## config.mk

```make
export PLATFORM = sky130hd
export DESIGN_NAME = vedic_mul_arbiter
export DESIGN_NICKNAME = d
export VERILOG_FILES = /design/src/rtl/vedic_mul_arbiter.sv
export SDC_FILE = /design/constraint.sdc
export NUM_CORES = 1
export LEC_CHECK = 0
export CAP_MARGIN = 20
export CORE_MARGIN = 5
export CORE_UTILIZATION = 30
export DETAILED_ROUTE_END_ITERATION = 8
export HOLD_SLACK_MARGIN = 0.12
export PLACE_DENSITY = 0.55
export SETUP_SLACK_MARGIN = 0.05
export SLEW_MARGIN = 5
export SYNTH_ARGS = -nofsm -noshare
export SYNTH_HDL_FRONTEND = slang
export SYNTH_SLANG_ARGS = --single-unit
```

## constraint.sdc

```tcl
create_clock -name clk -period 5.05 [get_ports clk]
set_clock_uncertainty 0.05 [all_clocks]
set_input_delay 1.01 -clock clk [delete_from_list [all_inputs] [get_ports clk]]
set_output_delay 1.01 -clock clk [all_outputs]
set_load 0.02 [all_outputs]
```

## src/rtl/vedic_mul_arbiter.sv

```systemverilog
// Round-robin front end that shares one pipelined multiplier between NREQ requesters.
// A tag pipeline matched to the multiplier latency routes each product back to its issuer.
module vedic_mul_arbiter #(
  parameter int WIDTH   = 4,
  parameter int NREQ    = 4,
  parameter int LATENCY = 5,
  localparam int IW = (NREQ > 1) ? $clog2(NREQ) : 1,
  localparam int CW = $clog2(LATENCY + 3)
) (
  input  logic                    clk,
  input  logic                    rst_n,
  input  logic [NREQ-1:0]         req,
  input  logic [NREQ*WIDTH-1:0]   a_in,
  input  logic [NREQ*WIDTH-1:0]   b_in,
  output logic [NREQ-1:0]         gnt,
  output logic [WIDTH-1:0]        mul_a,
  output logic [WIDTH-1:0]        mul_b,
  output logic                    mul_vld,
  input  logic [2*WIDTH-1:0]      mul_result,
  output logic [NREQ-1:0]         rsp_valid,
  output logic [2*WIDTH-1:0]      rsp_data,
  output logic [CW-1:0]           inflight
);

  logic [IW-1:0]    ptr;
  logic [IW-1:0]    gnt_idx;
  logic             gnt_any;
  logic             tag_vld [0:LATENCY];
  logic [IW-1:0]    tag_idx [0:LATENCY];
  logic [WIDTH-1:0] sel_a;
  logic [WIDTH-1:0] sel_b;
  logic             rsp_now;

  // First active requester at or after ptr, wrapping modulo NREQ.
  always_comb begin
    gnt     = '0;
    gnt_idx = '0;
    gnt_any = 1'b0;
    for (int k = 0; k < NREQ; k++) begin
      int j;
      j = int'(ptr) + k;
      if (j >= NREQ) j = j - NREQ;
      if (!gnt_any && req[j]) begin
        gnt_any = 1'b1;
        gnt_idx = IW'(j);
        gnt[j]  = 1'b1;
      end
    end
  end

  assign sel_a   = a_in[int'(gnt_idx)*WIDTH +: WIDTH];
  assign sel_b   = b_in[int'(gnt_idx)*WIDTH +: WIDTH];
  assign rsp_now = |rsp_valid;

  always_ff @(posedge clk) begin
    if (!rst_n) begin
      ptr     <= '0;
      mul_a   <= '0;
      mul_b   <= '0;
      mul_vld <= 1'b0;
    end else begin
      mul_vld <= gnt_any;
      if (gnt_any) begin
        mul_a <= sel_a;
        mul_b <= sel_b;
        ptr   <= (gnt_idx == IW'(NREQ - 1)) ? '0 : gnt_idx + IW'(1);
      end
    end
  end

  // Stage LATENCY lines up with mul_result for the op it describes.
  always_ff @(posedge clk) begin
    if (!rst_n) begin
      for (int s = 0; s <= LATENCY; s++) begin
        tag_vld[s] <= 1'b0;
        tag_idx[s] <= '0;
      end
    end else begin
      tag_vld[0] <= gnt_any;
      tag_idx[0] <= gnt_idx;
      for (int s = 1; s <= LATENCY; s++) begin
        tag_vld[s] <= tag_vld[s-1];
        tag_idx[s] <= tag_idx[s-1];
      end
    end
  end

  always_ff @(posedge clk) begin
    if (!rst_n) begin
      rsp_valid <= '0;
      rsp_data  <= '0;
    end else begin
      rsp_valid <= tag_vld[LATENCY] ? (NREQ'(1) << tag_idx[LATENCY]) : '0;
      if (tag_vld[LATENCY]) rsp_data <= mul_result;
    end
  end

  // An op leaves the count on the edge after its response strobe is presented.
  always_ff @(posedge clk) begin
    if (!rst_n) begin
      inflight <= '0;
    end else begin
      case ({gnt_any, rsp_now})
        2'b10:   inflight <= inflight + CW'(1);
        2'b01:   inflight <= inflight - CW'(1);
        default: inflight <= inflight;
      endcase
    end
  end

endmodule
```

==> flow_summary.json <==
{
  "clk_pin_slew_ns": 0.08,
  "final-hold-violation-count": 0,
  "cts_hold_buf": 0,
  "synth.avg_cell_area_sq_um": 10.08,
  "drt_iter0_drc": 56,
  "num_io_pins": 74,
  "crit_type": "input port to output pin",
  "nNetsFinal": 344,
  "clock_latency_ns": 0.28,
  "seq_power_share_pct": 30.7,
  "cts_sinks": 43,
  "grt_max_degree": 20,
  "grt_pass1_vias": 1793,
  "p_clk_share_pct": 15.3,
  "dp_hpwl_um": 4053,
  "wire_per_inst_um": 13.54,
  "core_area_sq_um": 7176,
  "finalCritPeriodShare_pct": 90.10,
  "cts_setup_buffers": 0,
  "outcome": "finished, final reports clean",
  "p_sw_share_pct": 39.03,
  "final.setup.tns_ns": 0,
  "synth_area_sq_um": 2198,
  "antenna_found_initial": 0,
  "total_leakage_power_nw": 1.146,
  "ys_top_cells_by_area": "dfxtp_1, mux2i_1, ha_1, and2_1, a22oi_1",
  "portBuffers": 73,
  "setup_viol": 0,
  "dr.pass1.iters": 4,
  "worstPathMaxFanout": 9,
  "switchingPower_mw": 0.5371,
  "fmax_mhz": 219.8,
  "cts_tree": "yes",
  "antennaDiodeCount": 0,
  "drt_wl_total_um": 5254,
  "syn_nets": 274,
  "synth_edf_count": 0,
  "worstMarginPinSlew_ns": 0.5520,
  "yosys.area.top_type_share_pct": 39.16,
  "grt_first_pass_wirelength_um": 8493,
  "drive_gt1_share_pct": 7.958,
  "die-width_um": 95.60,
  "dp_slack_ns": 0.5087,
  "grt_overflow": 0,
  "cts_buffers": 5,
  "area_growth_pct": 39.84,
  "via_per_inst": 4.732,
  "globalplace.congestion": 0.8296,
  "synth-main-ff-cell": "dfxtp_1",
  "synth_seq_area_share_pct": 39.16,
  "initial_core_util_pct": 30.64,
  "clockBufferDepth": 2,
  "row_count": 31,
  "cap_violations": 0,
  "combPwrFrac_pct": 54.1,
  "ys_seq_elements": 43,
  "route.detailed.drc": 0,
  "critPathCaptureType": "output pin",
  "slew_headroom_pct": 63.06,
  "die-area_sq_um": 9139,
  "grt.total_usage_pct": 11.74,
  "slew_viol_final": 0,
  "setup_slack_ns": 0.4997,
  "postSynthCellCount": 218,
  "peakVddDrop_mv": 0.1647,
  "htreeDepth": 2,
  "ant_nets": 0,
  "async_flop_share_pct": 0,
  "required_ns": 3.99,
  "cp_data_arrival_time_ns": 3.49,
  "yosysWarnings": 0,
  "power.density_nw_per_um2": 447.6,
  "vias": 1836,
  "hold_path.class": "flip-flop to flip-flop",
  "fp.dieH_um": 95.60,
  "rsz0062_at_grt": "false",
  "cts-root-buf": "clkbuf_8",
  "ys_types": 50,
  "fin_crit_ns": 4.550,
  "ctsResizeCount": 0,
  "netlist.top_cell.by_area": "dfxtp_1",
  "startpoint_type": "input port",
  "internal-power_mw": 0.8389
}
cell families after synthesis:
logic type,Yosys count,share of synthesized area (%)
flops,43,39.16
mux,29,15.08
fa+ha+maj,10,6.033
simple gates,65,16.68
buf+inv,21,5.122
compound gates,47,16.73
xor+xnor,3,1.195
layer usage:
metal  up-vias  GRT usage (%)  share of wire, %
met4         0          2.488              0.30
met5         -              0                 0
met3         2          5.209               8.2
met1       848          14.86                45
met2        50          18.41                46
li1        936              -                 -
critical path, stage by stage:
cell	delay, ns
clkdlybuf4s50_1	0.56
nor2_4	0.17
or4b_1	0.48
o211ai_1	0.38
a22oi_1	0.15
o21ai_1	0.11
clkdlybuf4s50_1	0.62
registers in the layout (all words and copies together) (netlist names):
signal	cells
inflight	3
rsp_data	8
rsp_valid	4
ptr	2
mul_a	4
tag_vld	6
mul_b	4
tag_idx	12
power groups by stage:
stage,logic (mW),clock network (mW),registers (mW)
2_1_floorplan,0.490,0,0.477
3_3_place_gp,0.748,0,0.429
3_5_place_dp,0.751,0,0.430
4_1_cts,0.753,0.222,0.422
5_1_grt,0.815,0.238,0.430
6_report,0.744,0.210,0.422
cell type report:
cell class	count	area [sq um]
clock buffer	6	72.57
clock inverter	2	12.51
fill	709	4101
inverter	9	33.78
multi-input combinational	154	1225
sequential	43	860.8
tap	99	123.9
timing repair buffer	75	745.7
Yosys cell counts, drive strengths merged, types with 3 or more instances:
library cell	count
dfxtp	43
mux2i	24
and2	17
nor2	17
nand2	14
o21ai	10
ha	9
inv	9
a22oi	8
buf	7
o221ai	6
clkbuf	5
o211ai	5
a221oi	3
mux2	3
nor3b	3
o32a	3
final timing paths:
check	from	to	slack, ns	cells past startpoint
setup / recovery	req[0]	gnt[0]	0.50	7
hold / removal	tag_vld[0][2]$_SDFF_PN0_	tag_vld[0][3]$_SDFF_PN0_	0.39	1
setup reg to reg	ptr[1]$_SDFFE_PN0P_	mul_b[0]$_SDFFE_PN0P_	2.08	9
hold reg to reg	tag_vld[0][2]$_SDFF_PN0_	tag_vld[0][3]$_SDFF_PN0_	0.39	1
through the flow:
step / utilization, % / power, mW / area [sq um] / cells / hold WS [ns]
after floorplan: - / 0.9675 / 2198 / 218 / 0.3618
after global placement: 41.66 / 1.177 / 2989 / 380 / 0.3643
after detailed placement: 41.66 / 1.181 / 2989 / 380 / 0.3679
after CTS: 42.84 / 1.398 / 3074 / 388 / 0.3876
after global routing: 42.84 / 1.484 / 3074 / 388 / 0.3961
final: 42.84 / 1.376 / 3074 / 388 / 0.3855
cell usage in the layout, fill, tap and decap left out, types with 3 or more instances in the layout:
cell type	n
clkdlybuf4s50_1	73
nor2_1	15
a221oi_1	3
nor3b_1	3
mux2i_1	23
ha_1	9
dfxtp_1	43
a22oi_1	8
o21ai_0	4
o221ai_1	5
mux2_1	3
o21ai_1	5
inv_1	7
o211ai_1	4
nand2_1	13
clkbuf_8	5
o32a_1	3
and2_1	16
Power figures use the tool's default switching activity.
